### config.mk
export PLATFORM = sky130hd
export DESIGN_NAME = dac_drive_seq
export DESIGN_NICKNAME = d
export VERILOG_FILES = /design/src/rtl/dac_drive_seq.sv
export SDC_FILE = /design/constraint.sdc
export NUM_CORES = 1
export LEC_CHECK = 0
export ABC_AREA = 1
export CAP_MARGIN = 15
export CORE_MARGIN = 4
export CORE_UTILIZATION = 30
export CTS_CLUSTER_SIZE = 30
export DETAILED_ROUTE_END_ITERATION = 12
export GPL_TIMING_DRIVEN = 0
export PLACE_DENSITY_LB_ADDON = 0.3
export SLEW_MARGIN = 0
export SYNTH_ARGS = -nofsm -noshare
export SYNTH_HDL_FRONTEND = slang
export SYNTH_SLANG_ARGS = --single-unit
export TNS_END_PERCENT = 100
### constraint.sdc
create_clock -name clk -period 5.4 [get_ports clk]
set_clock_uncertainty 0.2 [all_clocks]
set_input_delay 1.08 -clock clk [delete_from_list [all_inputs] [get_ports clk]]
set_output_delay 1.08 -clock clk [all_outputs]
set_load 0.01 [all_outputs]
### src/rtl/dac_drive_seq.sv
// Power sequencer and segmented-code formatter in front of the DAC driver_cell.
// Every output is a flop, so the driver sees simultaneous, glitch-free updates.
module dac_drive_seq #(
  parameter int unsigned PWRUP_CYCLES = 16,
  parameter int unsigned PWRDN_CYCLES = 8
) (
  input  logic        clk,
  input  logic        rst,
  input  logic        en,
  input  logic        supply_ok,
  input  logic        fault_clr,
  input  logic        s_valid,
  input  logic [12:0] s_code,
  output logic        s_ready,
  output logic        pdb,
  output logic [7:0]  datain,
  output logic [7:0]  datainb,
  output logic [16:0] datatherm,
  output logic [16:0] datathermb,
  output logic        sat,
  output logic        fault,
  output logic        busy,
  output logic [1:0]  state_dbg
);

  typedef enum logic [1:0] {
    ST_OFF    = 2'd0,
    ST_PWRUP  = 2'd1,
    ST_ACTIVE = 2'd2,
    ST_PWRDN  = 2'd3
  } state_t;

  // The counter is loaded with N-1 on entry so the state lasts exactly N cycles.
  localparam logic [7:0] PWRUP_LOAD = 8'(PWRUP_CYCLES - 1);
  localparam logic [7:0] PWRDN_LOAD = 8'(PWRDN_CYCLES - 1);

  state_t      state_q, state_d;
  logic [7:0]  cnt_q, cnt_d;
  logic        fault_q, fault_d;
  logic        sat_q, sat_d;
  logic        s_ready_q, s_ready_d;
  logic        pdb_q, pdb_d;
  logic        busy_q, busy_d;
  logic [7:0]  datain_q, datain_d;
  logic [7:0]  datainb_q, datainb_d;
  logic [16:0] datatherm_q, datatherm_d;
  logic [16:0] datathermb_q, datathermb_d;

  logic [4:0]  fmt_t;
  logic        fmt_clamp;
  logic [7:0]  fmt_bin;
  logic [16:0] fmt_therm;

  always_comb begin
    fmt_clamp = (s_code[12:8] > 5'd17);
    fmt_t     = fmt_clamp ? 5'd17 : s_code[12:8];
    fmt_bin   = fmt_clamp ? 8'hFF : s_code[7:0];
    fmt_therm = '0;
    for (int i = 0; i < 17; i++) begin
      fmt_therm[i] = (5'(i) < fmt_t);
    end
  end

  // Handshake: a code transfers on any rising edge where s_valid && s_ready.
  // s_ready is a flop of the state; a transfer coinciding with en=0 or a
  // supply loss is accepted but immediately replaced by the zero code.
  always_comb begin
    state_d     = state_q;
    cnt_d       = cnt_q;
    fault_d     = fault_clr ? 1'b0 : fault_q;
    sat_d       = 1'b0;
    datain_d    = datain_q;
    datatherm_d = datatherm_q;

    case (state_q)
      ST_OFF: begin
        if (en && supply_ok && !fault_q) begin
          state_d = ST_PWRUP;
          cnt_d   = PWRUP_LOAD;
        end
      end
      ST_PWRUP: begin
        if (!en) begin
          state_d = ST_PWRDN;
          cnt_d   = PWRDN_LOAD;
        end else if (cnt_q == 8'd0) begin
          state_d = ST_ACTIVE;
        end else begin
          cnt_d = cnt_q - 8'd1;
        end
      end
      ST_ACTIVE: begin
        if (!en) begin
          state_d = ST_PWRDN;
          cnt_d   = PWRDN_LOAD;
        end else if (s_valid && s_ready_q) begin
          datain_d    = fmt_bin;
          datatherm_d = fmt_therm;
          sat_d       = fmt_clamp;
        end
      end
      default: begin
        if (cnt_q == 8'd0) begin
          state_d = ST_OFF;
        end else begin
          cnt_d = cnt_q - 8'd1;
        end
      end
    endcase

    // Supply loss wins over everything, including a same-cycle fault_clr.
    if (state_q != ST_OFF && !supply_ok) begin
      state_d = ST_OFF;
      fault_d = 1'b1;
      sat_d   = 1'b0;
    end

    if (state_d != ST_ACTIVE) begin
      datain_d    = 8'h00;
      datatherm_d = 17'h0;
    end

    datainb_d    = ~datain_d;
    datathermb_d = ~datatherm_d;
    pdb_d        = (state_d != ST_OFF);
    busy_d       = (state_d != ST_OFF);
    s_ready_d    = (state_d == ST_ACTIVE);
  end

  always_ff @(posedge clk) begin
    if (rst) begin
      state_q      <= ST_OFF;
      cnt_q        <= 8'd0;
      fault_q      <= 1'b0;
      sat_q        <= 1'b0;
      s_ready_q    <= 1'b0;
      pdb_q        <= 1'b0;
      busy_q       <= 1'b0;
      datain_q     <= 8'h00;
      datainb_q    <= 8'hFF;
      datatherm_q  <= 17'h0;
      datathermb_q <= 17'h1FFFF;
    end else begin
      state_q      <= state_d;
      cnt_q        <= cnt_d;
      fault_q      <= fault_d;
      sat_q        <= sat_d;
      s_ready_q    <= s_ready_d;
      pdb_q        <= pdb_d;
      busy_q       <= busy_d;
      datain_q     <= datain_d;
      datainb_q    <= datainb_d;
      datatherm_q  <= datatherm_d;
      datathermb_q <= datathermb_d;
    end
  end

  assign s_ready    = s_ready_q;
  assign pdb        = pdb_q;
  assign datain     = datain_q;
  assign datainb    = datainb_q;
  assign datatherm  = datatherm_q;
  assign datathermb = datathermb_q;
  assign sat        = sat_q;
  assign fault      = fault_q;
  assign busy       = busy_q;
  assign state_dbg  = state_q;

endmodule

==> metrics.cfg, run 1 <==
[status]
outcome=finished, final reports clean

[timing]
holdWs_ns=0.298
final_hold_viol_count=0
fmax_mhz=371
grt_setup_unrepaired=false
tns_setup_ns=0
worst-slew-pin-transition_ns=0.510
maxSlewHeadroom_pct=66.0
slew_viol_final=0
post-route-period-util_pct=49.9
finalWorstPathRequiredPeriod_ns=2.69
setup_viol=0

[setup_path]
crit_required_ns=5.43
worst-setup-path-type=in2reg
critical_path_peak_fanout=9
critical_path_cell_with_the_highest_stage_delay=clkdlybuf4s50_1
timing.critical_path.slowest_cell_delay_ns=0.57
path_cells=clkdlybuf4s50_1 -> nand3_1 -> nor2_4 -> inv_2 -> nor2_2 -> inv_1 -> o21ai_0 -> inv_1 -> nor2_1 -> inv_1
critPathArrivalTime_ns=2.72
startpoint_type=input port
critical-path-top-cell-by-count=inv_1
critPathCaptureType=register

[synth]
syn-instance-count=350
synth.top_cell.area_share_pct=47.6
synth_top_cells_by_count=inv_1, dfxtp_1, nand2_1
yosysMostFrequentCell=inv_1
synth.area.top_cells=dfxtp_1, inv_1, nand2_1
synth.lib_cells_used.distinct=29
ys_warn_count=0
synth.cell_area_mm2=0.00269
synth_area_leader=dfxtp_1
ys_seq_area_share_pct=47.6
synth_enable_flop_cells=0
asyncSetResetFlopFracSynth_pct=0
synthesis.area_per_instance_um2=7.69
postSynth.topFlopCell=dfxtp_1
synth.net_count=370
postSynthRegisterBits=64

[power_and_ir_drop]
p_per_area_mw_per_mm2=327
power.ir.vdd_worst_v=0.000160
leakage_power_figure_nw=1.52

[grt]
antenna_found_initial=0
global_route.usage.total_pct=13.4
first_global_vias=2246
met3_usage_pct=5.01
grt-busiest-layer=met2
grt_util_met1_pct=16.7
met2_usage_pct=20.9
grt_overflow_total=0
grt_max_degree=11
grt_pass1_wl_mm=10.9

[clocking]
hold_bufs_inserted_after_cts=0
post_cts_buffers=0
cts.clk_slew.worst_paths_ns=0.08
clock_tree.buffer_depth=2
cts_tree=done
cts_num_sinks=64
cts-htree-levels=3
total_clock_buffers_created_by_cts=9
clock_latency_on_the_worst_skew_pair_ns=0.34
cts_root_buf=clkbuf_8
cts_resized=0

[floorplan]
rows=34
chipHeight_um=103
coreArea_mm2=0.00872
floorplan.die.width_um=103
io_count=76
die-area_mm2=0.0106
starting_density_pct=30.9

[routing]
wl_per_cell_um=11.8
detailed_route_wl_mm=6.47
detail-route-antenna-nets=0
drt_pre_antenna_iters=4
dr_total_vias=2311
drt_iter0_drc=70
routed_via_density=4.22
drc=0

[layout]
drive_gt1_share_pct=13.9
finish.net_count=456
syn_to_layout_area_delta_pct=40.4
number_of_antenna_repair_diodes=0

[placement]
port_buffers=75
gpl.final_weighted_congestion=0.861
dp_hpwl_mm=4.95

[worst_hold_path]
worst_hold_path_type=reg2reg

[job]
maxCapViolCount=0

[flip-flops by register name, indices dropped and copies added, names as in the netlist, 2 cells and up]
register and flops:
state_dbg 2, datainb 8, datain 8, datatherm 17, datathermb 17, cnt_q 8
[cells by family (layout without fill, tap and decap cells)]
logic type	count (synthesis)	in the layout	synth area share, %
AND/OR/NAND/NOR	155	155	29.2
buffers and inverters	89	179	14.0
flip-flops	64	64	47.6
AO/OA/AOI/OAI	37	37	7.43
XOR/XNOR	4	4	1.30
adder cells (fa/ha/maj)	1	1	0.465
[placed cells by master (no fill, tap or decap), types with 3 or more instances in the layout]
| cell | instances |
|---|---|
| nor2_1 | 47 |
| nor2_4 | 10 |
| buf_4 | 3 |
| nand3_1 | 15 |
| clkdlybuf4s50_1 | 75 |
| inv_1 | 70 |
| xor2_1 | 4 |
| nand2_1 | 54 |
| o21ai_0 | 19 |
| a31oi_1 | 8 |
| clkbuf_8 | 9 |
| nand4_1 | 6 |
| nor2_2 | 4 |
| nand2_4 | 4 |
| nand2_2 | 7 |
| dfxtp_1 | 64 |
| a21oi_1 | 7 |
| inv_2 | 12 |
[stage by stage]
| step | instances | utilization, % | power [mW] | worst slack [ns] | instance area (um^2) |
|---|---|---|---|---|---|
| floorplan | 350 | - | 0.737 | 3.13 | 2690 |
| global placement | 533 | 41.0 | 0.809 | 2.39 | 3580 |
| detailed placement | 533 | 41.0 | 0.816 | 2.36 | 3580 |
| CTS | 548 | 43.3 | 1.25 | 2.72 | 3780 |
| global route | 548 | 43.3 | 1.31 | 2.54 | 3780 |
| finish | 548 | 43.3 | 1.24 | 2.71 | 3780 |
[layout make-up]
| class | count | area [um^2] |
|---|---|---|
| plain buffers | 7 | 70.1 |
| clock buffers | 11 | 131 |
| clock inverters | 4 | 70.1 |
| fillers | 865 | 4940 |
| inverters | 82 | 308 |
| multi-input cells | 197 | 1030 |
| flip-flops and latches | 64 | 1280 |
| well taps | 108 | 135 |
| repair buffers | 75 | 751 |
[power breakdown]
group | switching (mW) | total (mW) | internal [mW] | leakage (nW)
registers | 0.0184 | 0.515 | 0.497 | 0.518
logic | 0.177 | 0.289 | 0.112 | 0.903
clock network | 0.176 | 0.433 | 0.256 | 0.103
total | 0.372 | 1.24 | 0.865 | 1.52
[worst max-delay path, delay by kind of cell]
family | cells | cell delay, ns
AND/OR/NAND/NOR | 4 | 0.70
buffers and inverters | 5 | 0.87
AO/OA/AOI/OAI | 1 | 0.06
[worst paths after layout]
kind	cells after the start	to	startpoint	slack [ns]
setup / recovery	10	datathermb[15]$_SDFF_PP1_	en	2.71
hold reg to reg	2	fault$_SDFFE_PP0P_	fault$_SDFFE_PP0P_	0.30
setup reg to reg	12	datainb[7]$_SDFF_PP1_	cnt_q[0]$_SDFFE_PP0P_	3.42
hold / removal	2	fault$_SDFFE_PP0P_	fault$_SDFFE_PP0P_	0.30
[per-layer routing]
| metal | up-vias | part of all wire (%) |
|---|---|---|
| met5 | - | 0 |
| met4 | 0 | 1.8 |
| met3 | 10 | 7.6 |
| met2 | 63 | 47 |
| met1 | 1008 | 44 |
| li1 | 1230 | - |
No activity file was read; power rests on OpenSTA's default activity.
==> inputs of run 2 (changes only) <==
==> constraint.sdc (replaced) <==
create_clock -name clk -period 2.53 [get_ports clk]
set_clock_uncertainty 0.2 [all_clocks]
set_input_delay 0.506 -clock clk [delete_from_list [all_inputs] [get_ports clk]]
set_output_delay 0.506 -clock clk [all_outputs]
set_load 0.01 [all_outputs]
==> results of run 2 <==
Same layout as run 1 (identical final DEF). Status: finished, final reports clean.
Among the figures that moved: setup slack after placement 2.36 ns -> 0.0687 ns; setup slack after layout 2.71 ns -> 0.409 ns; register-to-register setup slack 3.42 ns -> 0.55 ns; total power 1.24 mW -> 2.64 mW; worst IR drop on VDD 0.000160 V -> 0.000341 V
==> inputs of run 3 (changes only) <==
==> constraint.sdc (replaced) <==
create_clock -name clk -period 1.77 [get_ports clk]
set_clock_uncertainty 0.2 [all_clocks]
set_input_delay 0.354 -clock clk [delete_from_list [all_inputs] [get_ports clk]]
set_output_delay 0.354 -clock clk [all_outputs]
set_load 0.01 [all_outputs]
==> metrics.cfg, run 3 (synthesis results as in run 1) <==
[power_and_ir_drop]
power.ir.vdd_worst_v=0.000489
leakage_power_figure_nw=1.85  ; +21%
p_per_area_mw_per_mm2=988

[floorplan]
io_count=76  ; unchanged
rows=34  ; unchanged
die-area_mm2=0.0106  ; unchanged
coreArea_mm2=0.00872  ; unchanged
starting_density_pct=30.9  ; unchanged
chipHeight_um=103  ; unchanged
floorplan.die.width_um=103  ; unchanged

[clocking]
cts.clk_slew.worst_paths_ns=0.08  ; about the same
cts-htree-levels=3  ; unchanged
clock_latency_on_the_worst_skew_pair_ns=0.34  ; about the same
clock_tree.buffer_depth=2  ; unchanged
cts_tree=done
cts_root_buf=clkbuf_8
cts_num_sinks=64  ; unchanged
total_clock_buffers_created_by_cts=9  ; unchanged

[setup_path]
critical_path.reg2reg.endpoint=datathermb[12]$_SDFF_PP1_
crit_required_ns=1.81
cells_on_worst_reg2reg_path=12  ; unchanged
reg2reg_setup_slack_ns=0.01
startpoint_type=register
worst-setup-path-type=reg2reg
critPathArrivalTime_ns=1.80
critPathCaptureType=register
worstReg2RegStart=cnt_q[0]$_SDFFE_PP0P_
critical_path_peak_fanout=6  ; -3

[worst_hold_path]
timing.hold.worst.start=rst
worst_hold_path.endpoint=cnt_q[2]$_SDFFE_PP0P_
worst_hold_path_type=in2reg
whs_path_depth=2  ; unchanged

[timing]
setup_viol=0  ; unchanged
slew_viol_final=0  ; unchanged
final_hold_viol_count=0  ; unchanged
worst-slew-pin-transition_ns=0.420  ; -0.0902 ns
tns_setup_ns=0  ; unchanged
maxSlewHeadroom_pct=71.7  ; +5.7 points
holdWs_ns=0.292  ; -0.00554 ns
post-route-period-util_pct=99.4
fmax_mhz=568
finalWorstPathRequiredPeriod_ns=1.76
grt_setup_unrepaired=true

[grt]
first_global_vias=2343  ; +4.3%
antenna_found_initial=0  ; unchanged
grt_overflow_total=0  ; unchanged
grt_max_degree=11  ; unchanged
global_route.usage.total_pct=14.0  ; +0.59 points
grt_pass1_wl_mm=11.4  ; +4.4%

[layout]
number_of_antenna_repair_diodes=0  ; unchanged
finish.net_count=476  ; +4.4%
final-seq-area_mm2=0.00128  ; +0.20%
multi_input_comb_area_mm2=0.00110  ; +6.3%
layout_commonest_cell=inv_1
most_frequent_cells_in_the_layout=inv_1, dfxtp_1, nand2_1
finalCoreUtilization_pct=46.9  ; +3.5 points
num-fill-cells=849  ; -1.8%
drive_gt1_share_pct=20.7  ; +6.8 points
syn_to_layout_area_delta_pct=51.9

[job]
maxCapViolCount=0  ; unchanged

[routing]
routed_via_density=4.27  ; +1.4%
wl_per_cell_um=12.4  ; +5.0%
drt_pre_antenna_iters=5  ; +1
drc=0  ; unchanged
dr_total_vias=2428  ; +5.1%
detail-route-antenna-nets=0  ; unchanged
drt_iter0_drc=54  ; -23%
detailed_route_wl_mm=7.05  ; +8.8%

[placement]
gpl.final_weighted_congestion=0.861  ; unchanged
port_buffers=75  ; unchanged
dp_hpwl_mm=4.95  ; unchanged

[status]
outcome=finished, final reports clean

## run 3: changes by cell type in the layout (fill, tap and decap cells not counted), sizes merged
cell | previous run | this run
clkbuf | 11 | 12
dlygate4sd2 | 0 | 34
inv | 82 | 81
dlymetal6s2s | 0 | 22
clkinv | 2 | 3
buf | 7 | 26
clkdlybuf4s50 | 75 | 19
## run 3: report_power, final
part	internal, mW	switching (mW)
combinational	0.493	0.647
sequential	1.52	0.0601
clock	0.782	0.538
total	2.79	1.24
## run 3: area by class of cell
cell class / instances / share of cell area [%]
Sequential cell: 64 / 31.4
Multi-Input combinational cell: 197 / 26.9
Timing Repair Buffer: 95 / 23.7
Inverter: 82 / 7.71
Tap cell: 108 / 3.30
Clock buffer: 11 / 3.21
Buffer: 7 / 2.14
Clock inverter: 4 / 1.71
## run 3: how the worst max path moves through the flow
| stage | startpoint | end | depth (start not counted) |
|---|---|---|---|
| 2_1_floorplan | cnt_q[0]$_SDFFE_PP0P_ | datathermb[11]$_SDFF_PP1_ | 12 |
| 3_3_place_gp | en | datathermb[15]$_SDFF_PP1_ | 10 |
| 3_5_place_dp | en | datathermb[15]$_SDFF_PP1_ | 10 |
| 4_1_cts | s_valid | datathermb[4]$_SDFF_PP1_ | 8 |
| 5_1_grt | cnt_q[0]$_SDFFE_PP0P_ | datathermb[12]$_SDFF_PP1_ | 12 |
| 6_report | cnt_q[0]$_SDFFE_PP0P_ | datathermb[12]$_SDFF_PP1_ | 12 |
## run 3: per-layer routing
layer	share of wire, %	wire (um)	global-route usage (%)	up-vias
met2	49	3480	22.5	70
met1	41	2890	17.0	1075
met4	1.3	92	5.68	0
met5	0	0	0	-
met3	8.3	588	5.01	7
li1	-	-	-	1276
## run 3: timing repair
action | 4_1_cts | 5_1_grt
gates cloned | 2 | 1
endpoints found under the setup margin | 81 | 69
resized for setup | 49 | 43
pin swaps | 7 | 11
buffers inserted | 8 | 9
hold buffers | 0 | 0
## run 3: through the flow
step / std cells / power, mW / cell area [um^2] / worst slack (ns)
5_1_grt: 568 / 4.28 / 4090 / -0.0946
2_1_floorplan: 350 / 2.25 / 2690 / 0.00652
4_1_cts: 558 / 3.94 / 3880 / -0.00584
3_3_place_gp: 533 / 2.47 / 3580 / -0.518
3_5_place_dp: 533 / 2.49 / 3580 / -0.539
6_report: 568 / 4.04 / 4090 / 0.0107
## run 3: critical path: stages, from the launching register on
cell     delay (ns)
dfxtp_2        0.32
inv_2          0.08
ha_4           0.16
nand2_4        0.06
nor2_4         0.11
nand2_2        0.09
nand2_4        0.09
nand2_4        0.06
nand2_4        0.09
nand2_8        0.10
buf_16         0.17
nor2_4         0.11
inv_2          0.03
